==> config.mk <==
export PLATFORM = sky130hd
export DESIGN_NAME = req_arbiter_4
export DESIGN_NICKNAME = d
export VERILOG_FILES = /design/src/rtl/req_arbiter_4.sv
export SDC_FILE = /design/constraint.sdc
export NUM_CORES = 1
export LEC_CHECK = 0
export ABC_AREA = 1
export BUFFER_PORTS_ARGS = -buffer_cell sky130_fd_sc_hd__buf_2
export CAP_MARGIN = 20
export CORE_UTILIZATION = 40
export DETAILED_ROUTE_END_ITERATION = 6
export SLEW_MARGIN = 25
export SYNTH_ARGS = -nofsm -noshare
export SYNTH_HDL_FRONTEND = slang
export SYNTH_SLANG_ARGS = --single-unit
==> constraint.sdc <==
create_clock -name clk -period 2.7 [get_ports clk]
set_input_delay 0.405 -clock clk [delete_from_list [all_inputs] [get_ports clk]]
set_output_delay 0.405 -clock clk [all_outputs]
set_load 0.01 [all_outputs]
==> src/rtl/req_arbiter_4.sv <==
// req_arbiter_4: four-line round-robin request arbiter with per-line pending
// counters, sticky overflow flags and a registered one-hot grant that feeds a
// downstream 4-to-2 encoder stage.
module req_arbiter_4 #(
  parameter int unsigned CNT_MAX = 15
) (
  input  logic       clk,
  input  logic       rst_n,
  input  logic [3:0] req,
  input  logic       ready,
  input  logic       ovf_clr,
  output logic [3:0] o,
  output logic       valid,
  output logic [3:0] ovf
);

  localparam int unsigned NL = 4;  // number of request lines
  localparam int unsigned CW = 4;  // pending counter width
  localparam int unsigned PW = 2;  // line index width

  typedef enum logic [0:0] {
    S_IDLE  = 1'b0,
    S_GRANT = 1'b1
  } state_t;

  state_t          state_q, state_d;
  logic [CW-1:0]   cnt_q [NL];
  logic [CW-1:0]   cnt_d [NL];
  logic [NL-1:0]   ovf_q, ovf_d;
  logic [NL-1:0]   ovf_set_c;
  logic [NL-1:0]   o_q, o_d;
  logic            valid_q, valid_d;
  logic [PW-1:0]   ptr_q, ptr_d;
  logic [PW-1:0]   gidx_q, gidx_d;
  logic            sel_found_c;
  logic [PW-1:0]   sel_idx_c;
  logic            consume_c;

  // Round-robin pick over registered counts: ptr+1, ptr+2, ptr+3, ptr.
  always_comb begin
    logic [PW-1:0] idx;
    sel_found_c = 1'b0;
    sel_idx_c   = '0;
    idx         = '0;
    for (int i = 1; i <= int'(NL); i++) begin
      idx = ptr_q + PW'(i);
      if (!sel_found_c && (cnt_q[idx] != '0)) begin
        sel_found_c = 1'b1;
        sel_idx_c   = idx;
      end
    end
  end

  // Grant FSM next-state and registered-output next values.
  always_comb begin
    state_d   = state_q;
    o_d       = o_q;
    valid_d   = valid_q;
    ptr_d     = ptr_q;
    gidx_d    = gidx_q;
    consume_c = 1'b0;
    case (state_q)
      S_IDLE: begin
        if (sel_found_c) begin
          state_d = S_GRANT;
          o_d     = NL'(1) << sel_idx_c;
          valid_d = 1'b1;
          gidx_d  = sel_idx_c;
        end
      end
      S_GRANT: begin
        if (ready) begin
          consume_c = 1'b1;
          ptr_d     = gidx_q;
          state_d   = S_IDLE;
          o_d       = '0;
          valid_d   = 1'b0;
        end
      end
      default: begin
        state_d = S_IDLE;
        o_d     = '0;
        valid_d = 1'b0;
      end
    endcase
  end

  // Pending counters: request increments (saturating), consume decrements,
  // both together cancel; a request at saturation raises overflow.
  always_comb begin
    ovf_set_c = '0;
    for (int k = 0; k < int'(NL); k++) begin
      cnt_d[k] = cnt_q[k];
      if (req[k] && !(consume_c && (gidx_q == PW'(k)))) begin
        if (cnt_q[k] < CW'(CNT_MAX)) begin
          cnt_d[k] = cnt_q[k] + CW'(1);
        end else begin
          ovf_set_c[k] = 1'b1;
        end
      end else if (!req[k] && consume_c && (gidx_q == PW'(k))) begin
        cnt_d[k] = cnt_q[k] - CW'(1);
      end
    end
    ovf_d = (ovf_q & ~{NL{ovf_clr}}) | ovf_set_c;
  end

  // State registers with synchronous active-low reset.
  always_ff @(posedge clk) begin
    if (!rst_n) begin
      state_q <= S_IDLE;
      o_q     <= '0;
      valid_q <= 1'b0;
      ovf_q   <= '0;
      ptr_q   <= PW'(NL - 1);
      gidx_q  <= '0;
      for (int k = 0; k < int'(NL); k++) begin
        cnt_q[k] <= '0;
      end
    end else begin
      state_q <= state_d;
      o_q     <= o_d;
      valid_q <= valid_d;
      ovf_q   <= ovf_d;
      ptr_q   <= ptr_d;
      gidx_q  <= gidx_d;
      for (int k = 0; k < int'(NL); k++) begin
        cnt_q[k] <= cnt_d[k];
      end
    end
  end

  assign o     = o_q;
  assign valid = valid_q;
  assign ovf   = ovf_q;

endmodule

* Word level (Yosys, flattened, before mapping)
Memory sizes are Yosys's and may differ from the RTL's. A register that Yosys moved wholly into a read port is not among the register bits.
Cells that the tools add are included.
** Storage, ports and cells
- Logic and storage cells :: 121
- Memories :: 1
- Input port bits :: 8
- RAM bits :: 16
- Bits in registers :: 14
** Memory list
- cnt_q :: depth 4, bits a word 4, rd ports 8, clocked after memory_dff 1, write ports 4, line 27 : logic [CW-1:0] cnt_q [NL];
** Operators by class
- $add $sub $neg :: 11
- Equal/unequal tests :: 5
- $lt $le $gt $ge :: 4
- Shift-type cells :: 1
- Bitwise operators :: 8
- Reduce and logical (&&, ||, !) cells :: 38
- Mux-type cells :: 47
** Operators by type and width (number)
- two-way mux 4 bit :: 18
- two-way mux 1 bit :: 20
- logical AND 1 bit :: 19
- adder 4 x 1 -> 4 bit, second input constant :: 4
- < comparator 4 bit, second input constant :: 4
- nonzero test 4 bit :: 4
- subtractor 4 x 1 -> 4 bit, second input constant :: 4
- two-way mux 2 bit :: 6
- zero test 1 bit :: 11
- case mux 4 bit (2 select lines) :: 1
- AND reduction 2 bit :: 3
- adder 2 bit, second input constant :: 2
- bitwise AND 4 bit :: 1
- equality test 2 bit, second input constant :: 2
- inequality test 2 bit, second input constant :: 2
- inverter 4 bit :: 1
- OR 1 bit :: 4
- OR 4 bit :: 1
- case mux 1 bit (2 select lines) :: 2
- << shifter 1 x 2 -> 4 bit, first input constant :: 1
- adder 2 x 1 -> 2 bit, second input constant :: 1
- equality test 2 x 1 -> 1 bit, second input constant :: 1
- zero test 2 bit :: 1
- inverter 1 bit :: 1

* Longest topological paths before layout
Gate-level depths: netlist (run 1).
An unclocked memory read counts as a cell.
- Depth in word-level cells :: 16
- Gate-level depth with buffers :: 14
- Gate-level depth less buffers :: 13

* Worst setup path after synthesis (run 1)
OpenSTA, ideal clock, no wires.
- Path type :: in2reg
- Start :: input port ready
- End :: memory cnt_q[0][3]
- Setup time :: 0.070 ns
- Path slack :: 0.750 ns
- Buffers on the path :: 0
- Data arrival time :: 1.880 ns
- Stages :: 10
- Data required time :: 2.630 ns
- Cells stage by stage :: nand2_2 > inv_1 > a31oi_1 > inv_1 > ha_1 > a21o_1 > a21oi_1 > mux2i_1 > o21ai_0 > a21oi_1
** RTL lines
- start, declared :: line 10 : input logic ready,
- end, declared :: line 27

==> results of run 1 <==
metal layers:
metal	global-route usage [%]	vias up	part of all wire, %
li1	-	906	-
met1	24.2	752	50
met2	26.9	15	45
met3	3.89	5	3.1
met4	7.19	0	1.3
met5	0	-	0
through the flow:
step / setup slack (ns) / utilization [%] / cell area (um^2) / total power, mW
6_report: 0.568 / 47.1 / 2240 / 1.51
4_1_cts: 0.578 / 47.1 / 2240 / 1.53
5_1_grt: 0.275 / 47.1 / 2240 / 1.62
2_1_floorplan: 0.750 / - / 1980 / 0.962
3_3_place_gp: 0.509 / 44.8 / 2130 / 1.05
3_5_place_dp: 0.482 / 44.8 / 2130 / 1.06
layout make-up:
cell class                      instances  share of cell area [%]
Multi-Input combinational cell        198                    53.7
Clock inverter                          3                    1.90
Timing Repair Buffer                   17                    3.91
Tap cell                               67                    3.74
Clock buffer                            5                    3.07
Sequential cell                        32                    28.6
Inverter                               30                    5.14
state kept, by name, indices dropped and copies added (netlist names), named ones only:
| signal | cells |
|---|---|
| cnt_q | 16 |
| o | 4 |
| ptr_q | 2 |
| state_q | 1 |
| gidx_q | 2 |
| valid | 1 |
| ovf | 4 |
tightest hold or removal path, cell delays in order (launching register included):
cell and delay, ns:
dfxtp_1 0.31, nand2_1 0.06, a21oi_1 0.06
power groups by stage:
stage	sequential (mW)	clock, mW	combinational (mW)
6_report	0.593	0.460	0.454
5_1_grt	0.605	0.497	0.520
4_1_cts	0.594	0.474	0.457
3_3_place_gp	0.605	0	0.449
3_5_place_dp	0.604	0	0.454
2_1_floorplan	0.594	0	0.369
cells by family after synthesis:
logic type / Yosys count / synth area share, %
multiplexers: 1 / 0.506
AND/OR/NAND/NOR: 128 / 33.4
XOR/XNOR: 7 / 3.10
buffers and inverters: 33 / 6.77
flip-flops: 32 / 32.4
adder cells (fa/ha/maj): 12 / 9.11
AO/OA/AOI/OAI: 50 / 14.7
cells in the final DEF, fill, tap and decap left out, types with 2 or more instances in the layout:
master	instances
nand2_4	3
buf_2	16
a21oi_2	5
nor2_8	2
inv_1	25
nand4_1	7
dfxtp_1	32
nor2_1	24
nor2_2	8
a211oi_1	3
fa_1	4
clkbuf_8	5
ha_1	8
xor2_1	3
o21ai_0	14
nand2_1	48
nand2_2	7
inv_2	4
or2_2	4
nor2_4	2
nand3_1	22
xnor2_1	4
a21oi_1	22
worst max-delay path by stage:
stage | startpoint | end | slack, ns | cells past startpoint
finish | gidx_q[0] | cnt_q[1][3] | 0.57 | 11
floorplan | ready | cnt_q[0][3] | 0.75 | 10
global placement | ready | cnt_q[0][3] | 0.51 | 11
detailed placement | ready | cnt_q[0][3] | 0.48 | 11
global route | state_q | cnt_q[3][3] | 0.27 | 11
CTS | gidx_q[0] | cnt_q[1][3] | 0.58 | 11
==> metrics.cfg, run 1 <==
[logic_synthesis]
syn-num-nets=283
primary_flip_flop_cell_chosen_by_synthesis_mapping=dfxtp_1
synthesized_area_um2=1980
async_reset_ff_share_pct=0
synth_area_leader_cell=dfxtp_1
yosys_warnings=0
synthesis.area_per_instance_um2=7.52
yosys-top-cells-count=48 x nand2_1, 32 x dfxtp_1, 25 x inv_1
synth_top_area_share_pct=32.4
number_of_register_bits_inferred_by_synthesis=32
number_of_enable_flip_flop_cells_after_synthesis=0
synth_most_common_cell=nand2_1
post_synth_inst_count=263
synth_cell_types=32
sequential_to_total_area_share_from_yosys_stat_pct=32.4
netlist_top_cells_area=dfxtp_1 32%, nand2_1 9.1%, a21oi_1 5.6%

[clock_network]
clk_latency_ns=0.29
post_cts_resized=0
clk_transition_reported_paths_ns=0.07
cts_max_path_buffers=2
clock_tree_from_tritoncts=yes
clock_sink_count=32
root_buffer_master=clkbuf_8
holdBufCountCts=0
cts_max_level=2
numCtsBuffers=5
post_cts_buffers=0

[power]
seqPwrFrac_pct=39.3
logic_pwr_share_pct=30.1
vdd.ir_drop.worst_mv=0.405
swShare_pct=35.4
clkPwrFrac_pct=30.5
net_switching_power_of_the_design_mw=0.533
leakagePower_nw=1.08
internal_power_mw=0.974
pwr_density_cell_nw_per_um2=672

[finish]
multi_input_area_um2=1200
nFillCells=489
area_delta_synth_final_pct=13.4
num-nets-final=304
seq_area_um2=641
insertedDiodeCount=0
drive_gt1_share_pct=22.1
layout.cells.non_filler=352

[grt]
global_route_wire_length_before_repair_um=7110
groute.usage.overall_pct=17.7
vias_in_the_first_global_route=1554
antenna_found_initial=0
maximum_number_of_pins_on_one_net_before_global_route_repair=17
grt_overflow_total=0

[sta]
setup_tns_ns=0
finalWorstPathRequiredPeriod_ns=2.13
final-setup-viol-count=0
final_hold_violating_endpoints=0
max_slew.worst_pin.slew_ns=0.601
post-route-period-util_pct=79.0
fin_worst_hold_slack_ns=0.467
max_slew_margin_pct=59.9
grt_setup_unrepaired=no
clock-skew-final_ns=0.00480
final_max_slew_viol_count=0
fmaxAchievable_mhz=469

[worst_hold_path]
type_of_the_most_critical_hold_path=reg2reg
hold_end=ovf[0]
launch_instance_of_the_worst_min_delay_path=ovf[0]
hold-path-cell-count=2

[route]
dr.first_iter.drc_count=143
number_of_remaining_drc_errors=0
via_count=1678
routed_via_density=4.77
wirelength_um=3990
first_pass_iters=4
postRouteAntennaNets=0
wire_per_inst_um=11.3

[worst_setup_path]
regToRegEndpoint=cnt_q[1][3]
rr_startpoint=gidx_q[0]
worst_r2r_path_depth=11
worst-setup-path-type=reg2reg
crit_path_frequent_cell=a21oi_1
r2r_slack_ns=0.57
critical-path-max-stage-delay_ns=0.34
worstPathArrival_ns=2.35
setup.worst_path.end_class=flip-flop
cp_top_family=compound AO/OA/AOI/OAI gates
cp_cell_sequence=inv_1 > nor2_1 > a21oi_1 > inv_1 > ha_1 > a21oi_1 > nand2_1 > xor2_1 > nor2_1 > o21ai_0 > a21oi_1
critical_path.n_buffers_inverters=2
start_kind=flip-flop
slowest_stage_cell_on_the_critical_path=dfxtp_1
critPathRequiredTime_ns=2.92
timing.critical_path.fanout_max=6

[run]
maxCapViolations=0

[place]
dp_hpwl_um=3020
placed_cells_incl_taps=344
port_buffers=16
routabilityCongestion=0.813

[die]
floorplan.rows=25
num_io_pins=17
fp.coreArea_um2=4750
die_width_um=72.3
chipHeight_um=72.3
start_util_pct=41.6
design.die.area_um2=5230

[outcome]
result_of_the_run=completed

Note: power is estimated with default switching activity, not from simulation.
==> run 2: changes to the inputs <==
==> constraint.sdc (replaced) <==
create_clock -name clk -period 1.83 [get_ports clk]
set_input_delay 0.2745 -clock clk [delete_from_list [all_inputs] [get_ports clk]]
set_output_delay 0.2745 -clock clk [all_outputs]
set_load 0.01 [all_outputs]
==> run 2 against run 1 <==
Worst hold slack worse by 0.16 ns. Combinational power up 82%. Cell count increased by 6.5%. Die area unchanged. First-iteration DRC count fell by 52%. Setup slack got worse by 0.49 ns. Count of clock-buffer cells in the layout increased by 1. Design area is 14% higher.
==> metrics.cfg, run 2 (same netlist as run 1, synthesis figures left out) <==
[outcome]
result_of_the_run=completed

[finish]
postLayoutCellArea_um2=2540  ; +14%
register_name_with_the_most_flops=cnt_q
num-nets-final=327  ; +7.6%
insertedDiodeCount=0  ; unchanged
area_delta_synth_final_pct=28.7
layout.cells.most_common_list=46 x nand2_1, 28 x dfxtp_1, 24 x buf_4
layout.cells.most_common=nand2_1
max_reg_flops=16  ; unchanged
drive_gt1_share_pct=35.4  ; +13 points

[sta]
grt_setup_unrepaired=yes
final_hold_violating_endpoints=0  ; unchanged
clock-skew-final_ns=0.00571  ; +0.000911 ns
final_max_slew_viol_count=0  ; unchanged
fin_worst_hold_slack_ns=0.303  ; -0.164 ns
max_slew.worst_pin.slew_ns=0.615  ; +0.0131 ns
setup_tns_ns=0  ; unchanged
post-route-period-util_pct=95.9  ; +17 points
final-setup-viol-count=0  ; unchanged
fin_ws_ns=0.0742  ; -0.493 ns
finalWorstPathRequiredPeriod_ns=1.76  ; -0.377 ns
fmaxAchievable_mhz=570  ; +21%
max_slew_margin_pct=59.0  ; -0.88 points

[grt]
groute.usage.overall_pct=19.3  ; +1.6 points
grt_overflow_total=0  ; unchanged
maximum_number_of_pins_on_one_net_before_global_route_repair=16  ; -1
vias_in_the_first_global_route=1741  ; +12%
global_route_wire_length_before_repair_um=7760  ; +9.1%
antenna_found_initial=0  ; unchanged

[run]
maxCapViolations=0  ; unchanged

[worst_setup_path]
worst-setup-path-type=reg2reg
r2r_slack_ns=0.07  ; -0.49 ns
timing.critical_path.fanout_max=5  ; -1
start_kind=flip-flop
worstPathArrival_ns=1.98  ; -0.37 ns
worst_r2r_path_depth=10  ; -1
critPathRequiredTime_ns=2.05  ; -0.87 ns
setup.worst_path.end_class=flip-flop

[route]
postRouteAntennaNets=0  ; unchanged
wirelength_um=4400  ; +10%
first_pass_iters=4  ; unchanged
wire_per_inst_um=11.7  ; +3.5%
dr.first_iter.drc_count=69  ; -52%
via_count=1792  ; +6.8%
routed_via_density=4.78  ; +0.24%
number_of_remaining_drc_errors=0  ; unchanged

[die]
floorplan.rows=25  ; unchanged
die_width_um=72.3  ; unchanged
fp.coreArea_um2=4750  ; unchanged
design.die.area_um2=5230  ; unchanged
start_util_pct=41.6  ; unchanged
chipHeight_um=72.3  ; unchanged
num_io_pins=17  ; unchanged

[power]
seqPwrFrac_pct=37.1  ; -2.2 points
leakagePower_nw=1.20  ; +11%
vdd.ir_drop.worst_mv=0.491  ; +21%
net_switching_power_of_the_design_mw=0.838  ; +57%
pwr_density_cell_nw_per_um2=936  ; +39%
internal_power_mw=1.54  ; +58%
design_power_total_mw=2.38  ; +58%
logic_pwr_share_pct=34.7  ; +4.6 points
clkPwrFrac_pct=28.2  ; -2.3 points
swShare_pct=35.2  ; -0.17 points

[place]
dpl-instance-area_um2=2290  ; +7.7%
dp_hpwl_um=3230  ; +7.2%
routabilityCongestion=0.814  ; +0.15%
port_buffers=16  ; unchanged
preCtsSetupSlack_ns=-0.123  ; -0.605 ns

[clock_network]
clock_tree_from_tritoncts=yes
clock_sink_count=32  ; unchanged
cts_max_level=2  ; unchanged
root_buffer_master=clkbuf_8
numCtsBuffers=5  ; unchanged
clk_transition_reported_paths_ns=0.07  ; about the same
clk_latency_ns=0.28  ; about the same
cts_max_path_buffers=2  ; unchanged

[worst_hold_path]
type_of_the_most_critical_hold_path=in2reg
hold-path-cell-count=4  ; +2

run 2: changes by cell type in the layout (fill, tap and decap cells not counted), sizes merged:
| cell | change |
|---|---|
| buf | +23 |
| clkbuf | +1 |
| clkinvlp | -1 |
run 2: worst max-delay path, stage by stage, from the launching register on:
cell,delay [ns]
dfxtp_2,0.34
nand2_4,0.11
inv_4,0.05
a31oi_4,0.17
inv_2,0.08
ha_4,0.21
a21o_1,0.16
a21oi_2,0.15
mux2i_1,0.23
o21ai_1,0.10
a21oi_1,0.10
run 2: power groups by stage:
| stage | logic [mW] | clock network, mW | registers, mW |
|---|---|---|---|
| final | 0.826 | 0.672 | 0.882 |
| after floorplan | 0.546 | 0 | 0.876 |
| after detailed placement | 0.761 | 0 | 0.884 |
| after global placement | 0.752 | 0 | 0.885 |
| after CTS | 0.789 | 0.689 | 0.874 |
| after global routing | 0.938 | 0.719 | 0.898 |
run 2: through the flow:
step	cells	utilization (%)
floorplan	263	-
global placement	365	48.2
detailed placement	365	48.2
CTS	374	51.7
global route	375	53.5
finish	375	53.5
run 2: repair_timing:
item / in CTS / in global routing
pin swaps: 1 / 13
endpoints found under the setup margin: 4 / 11
resized for setup: 9 / 24
hold buffers: 0 / 0
buffers inserted: 1 / 1
run 2: path summary, 6_finish.rpt:
kind | start | end
setup / recovery | state_q | cnt_q[0][3]
hold / removal | ovf_clr | ovf[1]
setup reg to reg | state_q | cnt_q[0][3]
hold reg to reg | ovf[3] | ovf[3]
run 2: area by class of cell:
| class | count | area, um^2 |
|---|---|---|
| clock buffers | 6 | 72.6 |
| clock inverters | 2 | 35.0 |
| fillers | 475 | 2210 |
| inverters | 30 | 120 |
| multi-input cells | 198 | 1330 |
| flip-flops and latches | 32 | 646 |
| well taps | 67 | 83.8 |
| repair buffers | 40 | 260 |
run 2: metal layers:
| layer | track usage [%] | share of wire, % | vias to the layer above |
|---|---|---|---|
| met3 | 3.06 | 2.0 | 7 |
| met5 | 0 | 0 | - |
| met1 | 25.8 | 49 | 811 |
| met2 | 30.4 | 47 | 17 |
| met4 | 9.15 | 2.1 | 0 |
| li1 | - | - | 957 |
==> run 3: changes to the inputs <==
==> constraint.sdc (replaced) <==
create_clock -name clk -period 1.87 [get_ports clk]
set_input_delay 0.2805 -clock clk [delete_from_list [all_inputs] [get_ports clk]]
set_output_delay 0.2805 -clock clk [all_outputs]
set_load 0.01 [all_outputs]
==> run 3 against run 2 <==
Clock skew increased by 0.0046 ns. Total power decreased by 6.0%. First-iteration DRC count decreased by 2.9%. Sequential power decreased by 2%. Global-route usage decreased by 1.6 points. Design area decreased by 0.93%. Routed wire length decreased by 0.66%. Critical path depth unchanged. Largest power group unchanged. Count of clock-buffer cells in the layout unchanged. Critical path type unchanged. Largest cell class unchanged. Sequential share of layout area increased by 0.19 points. Via count increased by 0.33%.
==> metrics.cfg, run 3 (same netlist as run 1, synthesis figures left out) <==
[clock_network]
cts_max_path_buffers=2  ; unchanged
root_buffer_master=clkbuf_8
cts_max_level=2  ; unchanged
clk_latency_ns=0.28  ; about the same
numCtsBuffers=5  ; unchanged
clock_tree_from_tritoncts=yes
clock_sink_count=32  ; unchanged
clk_transition_reported_paths_ns=0.08  ; about the same
holdBufCountCts=0  ; unchanged

[worst_setup_path]
r2r_slack_ns=0.11  ; +0.03 ns
worstPathArrival_ns=1.99  ; about the same
start_kind=flip-flop
critical-path-max-stage-delay_ns=0.34  ; about the same
timing.critical_path.fanout_max=5  ; unchanged
slowest_stage_cell_on_the_critical_path=dfxtp_2
cp_top_family=compound AO/OA/AOI/OAI gates
cp_cell_sequence=nand2_4 > inv_4 > a31oi_4 > inv_2 > ha_4 > a21o_1 > a21oi_2 > mux2i_1 > o21ai_1 > a21oi_1
worst-setup-path-type=reg2reg
setup.worst_path.end_class=flip-flop
critPathRequiredTime_ns=2.09  ; +0.04 ns
critical_path.n_buffers_inverters=2  ; unchanged

[sta]
final_hold_violating_endpoints=0  ; unchanged
clock-skew-final_ns=0.0103  ; +0.00459 ns
fmaxAchievable_mhz=567  ; -0.45%
max_slew.worst_pin.slew_ns=0.625  ; +0.0106 ns
fin_ws_ns=0.106  ; +0.0320 ns
post-route-period-util_pct=94.3  ; -1.6 points
max_slew_margin_pct=58.3  ; -0.71 points
grt_setup_unrepaired=yes
final-setup-viol-count=0  ; unchanged
final_max_slew_viol_count=0  ; unchanged
finalWorstPathRequiredPeriod_ns=1.76  ; +0.00802 ns

[grt]
maximum_number_of_pins_on_one_net_before_global_route_repair=16  ; unchanged
vias_in_the_first_global_route=1630  ; -6.4%
grt_overflow_total=0  ; unchanged
groute.usage.overall_pct=17.7  ; -1.6 points
antenna_found_initial=0  ; unchanged
global_route_wire_length_before_repair_um=7120  ; -8.3%

[power]
pwr_density_cell_nw_per_um2=888  ; -5.1%
vdd.ir_drop.worst_mv=0.463  ; -5.7%
seqPwrFrac_pct=38.8  ; +1.7 points
swShare_pct=37.4  ; +2.2 points
net_switching_power_of_the_design_mw=0.837  ; -0.20%
internal_power_mw=1.40  ; -9.2%
leakagePower_nw=1.19  ; -0.40%
clkPwrFrac_pct=25.4  ; -2.8 points
logic_pwr_share_pct=35.8  ; +1.1 points

[finish]
layout.cells.most_common=nand2_1
postLayoutCellArea_um2=2520  ; -0.93%
max_reg_flops=16  ; unchanged
layout.cells.most_common_list=46 x nand2_1, 29 x dfxtp_1, 23 x nor2_1
nFillCells=472  ; -0.63%
num-nets-final=324  ; -0.92%
register_name_with_the_most_flops=cnt_q
area_delta_synth_final_pct=27.5
drive_gt1_share_pct=34.4  ; -0.96 points
insertedDiodeCount=0  ; unchanged

[place]
dp_hpwl_um=3240  ; about the same
preCtsSetupSlack_ns=-0.0781  ; +0.0444 ns
dpl-instance-area_um2=2260  ; -1.4%
routabilityCongestion=0.820  ; +0.77%
port_buffers=16  ; unchanged

[route]
dr.first_iter.drc_count=67  ; -2.9%
via_count=1798  ; +0.33%
number_of_remaining_drc_errors=0  ; unchanged
routed_via_density=4.83  ; +1.1%
wire_per_inst_um=11.7  ; +0.14%
first_pass_iters=4  ; unchanged
wirelength_um=4370  ; -0.66%
postRouteAntennaNets=0  ; unchanged

[die]
chipHeight_um=72.3  ; unchanged
die_width_um=72.3  ; unchanged
num_io_pins=17  ; unchanged
design.die.area_um2=5230  ; unchanged
fp.coreArea_um2=4750  ; unchanged
floorplan.rows=25  ; unchanged
start_util_pct=41.6  ; unchanged

[worst_hold_path]
type_of_the_most_critical_hold_path=in2reg

[outcome]
result_of_the_run=completed

[run]
maxCapViolations=0  ; unchanged

-- run 3: what timing repair did --
action / 4_1_cts / 5_1_grt
pin swaps: 0 / 13
resized for setup: 7 / 26
setup buffers: 0 / 3
endpoints found under the setup margin: 3 / 6
endpoints found under the hold margin: 0 / 0
-- run 3: path summary, 6_finish.rpt --
check,cells past startpoint,end,from
setup / recovery,10,cnt_q[0][3],state_q
hold / removal,4,ovf[1],ovf_clr
setup reg to reg,10,cnt_q[0][3],state_q
hold reg to reg,2,ovf[2],ovf[2]
-- run 3: area by class of cell --
cell class | count | area, um^2 | area share [%]
multi-input combinational | 198 | 1340 | 53.0
clock buffer | 6 | 82.6 | 3.28
timing repair buffer | 37 | 241 | 9.58
tap | 67 | 83.8 | 3.33
inverter | 30 | 123 | 4.87
sequential | 32 | 644 | 25.6
clock inverter | 2 | 10.0 | 0.397
-- run 3: layer usage --
metal	track usage [%]	vias up	part of all wire, %
met5	0	-	0
met3	4.17	4	2.3
met4	4.58	0	1.1
met2	30.2	22	48
met1	22.3	822	48
li1	-	950	-
-- run 3: power groups by stage --
stage | clock network, mW | logic (mW) | registers, mW
floorplan | 0 | 0.534 | 0.857
global placement | 0 | 0.714 | 0.867
detailed placement | 0 | 0.724 | 0.868
CTS | 0.579 | 0.738 | 0.855
global route | 0.607 | 0.897 | 0.884
finish | 0.568 | 0.801 | 0.868
-- run 3: worst min-delay path: stages --
cell     delay (ns)
buf_2          0.07
inv_1          0.07
nand2_1        0.06
a21oi_1        0.05
-- run 3: per-stage QoR --
| stage | power [mW] | instances | setup TNS (ns) | util (%) | hold WS (ns) |
|---|---|---|---|---|---|
| finish | 2.24 | 372 | 0 | 53.0 | 0.302 |
| global route | 2.39 | 372 | -0.0892 | 53.0 | 0.338 |
| CTS | 2.17 | 369 | 0 | 50.1 | 0.310 |
| detailed placement | 1.59 | 361 | -0.215 | 47.6 | 0.453 |
| global placement | 1.58 | 361 | -0.0821 | 47.6 | 0.454 |
| floorplan | 1.39 | 263 | 0 | - | 0.419 |
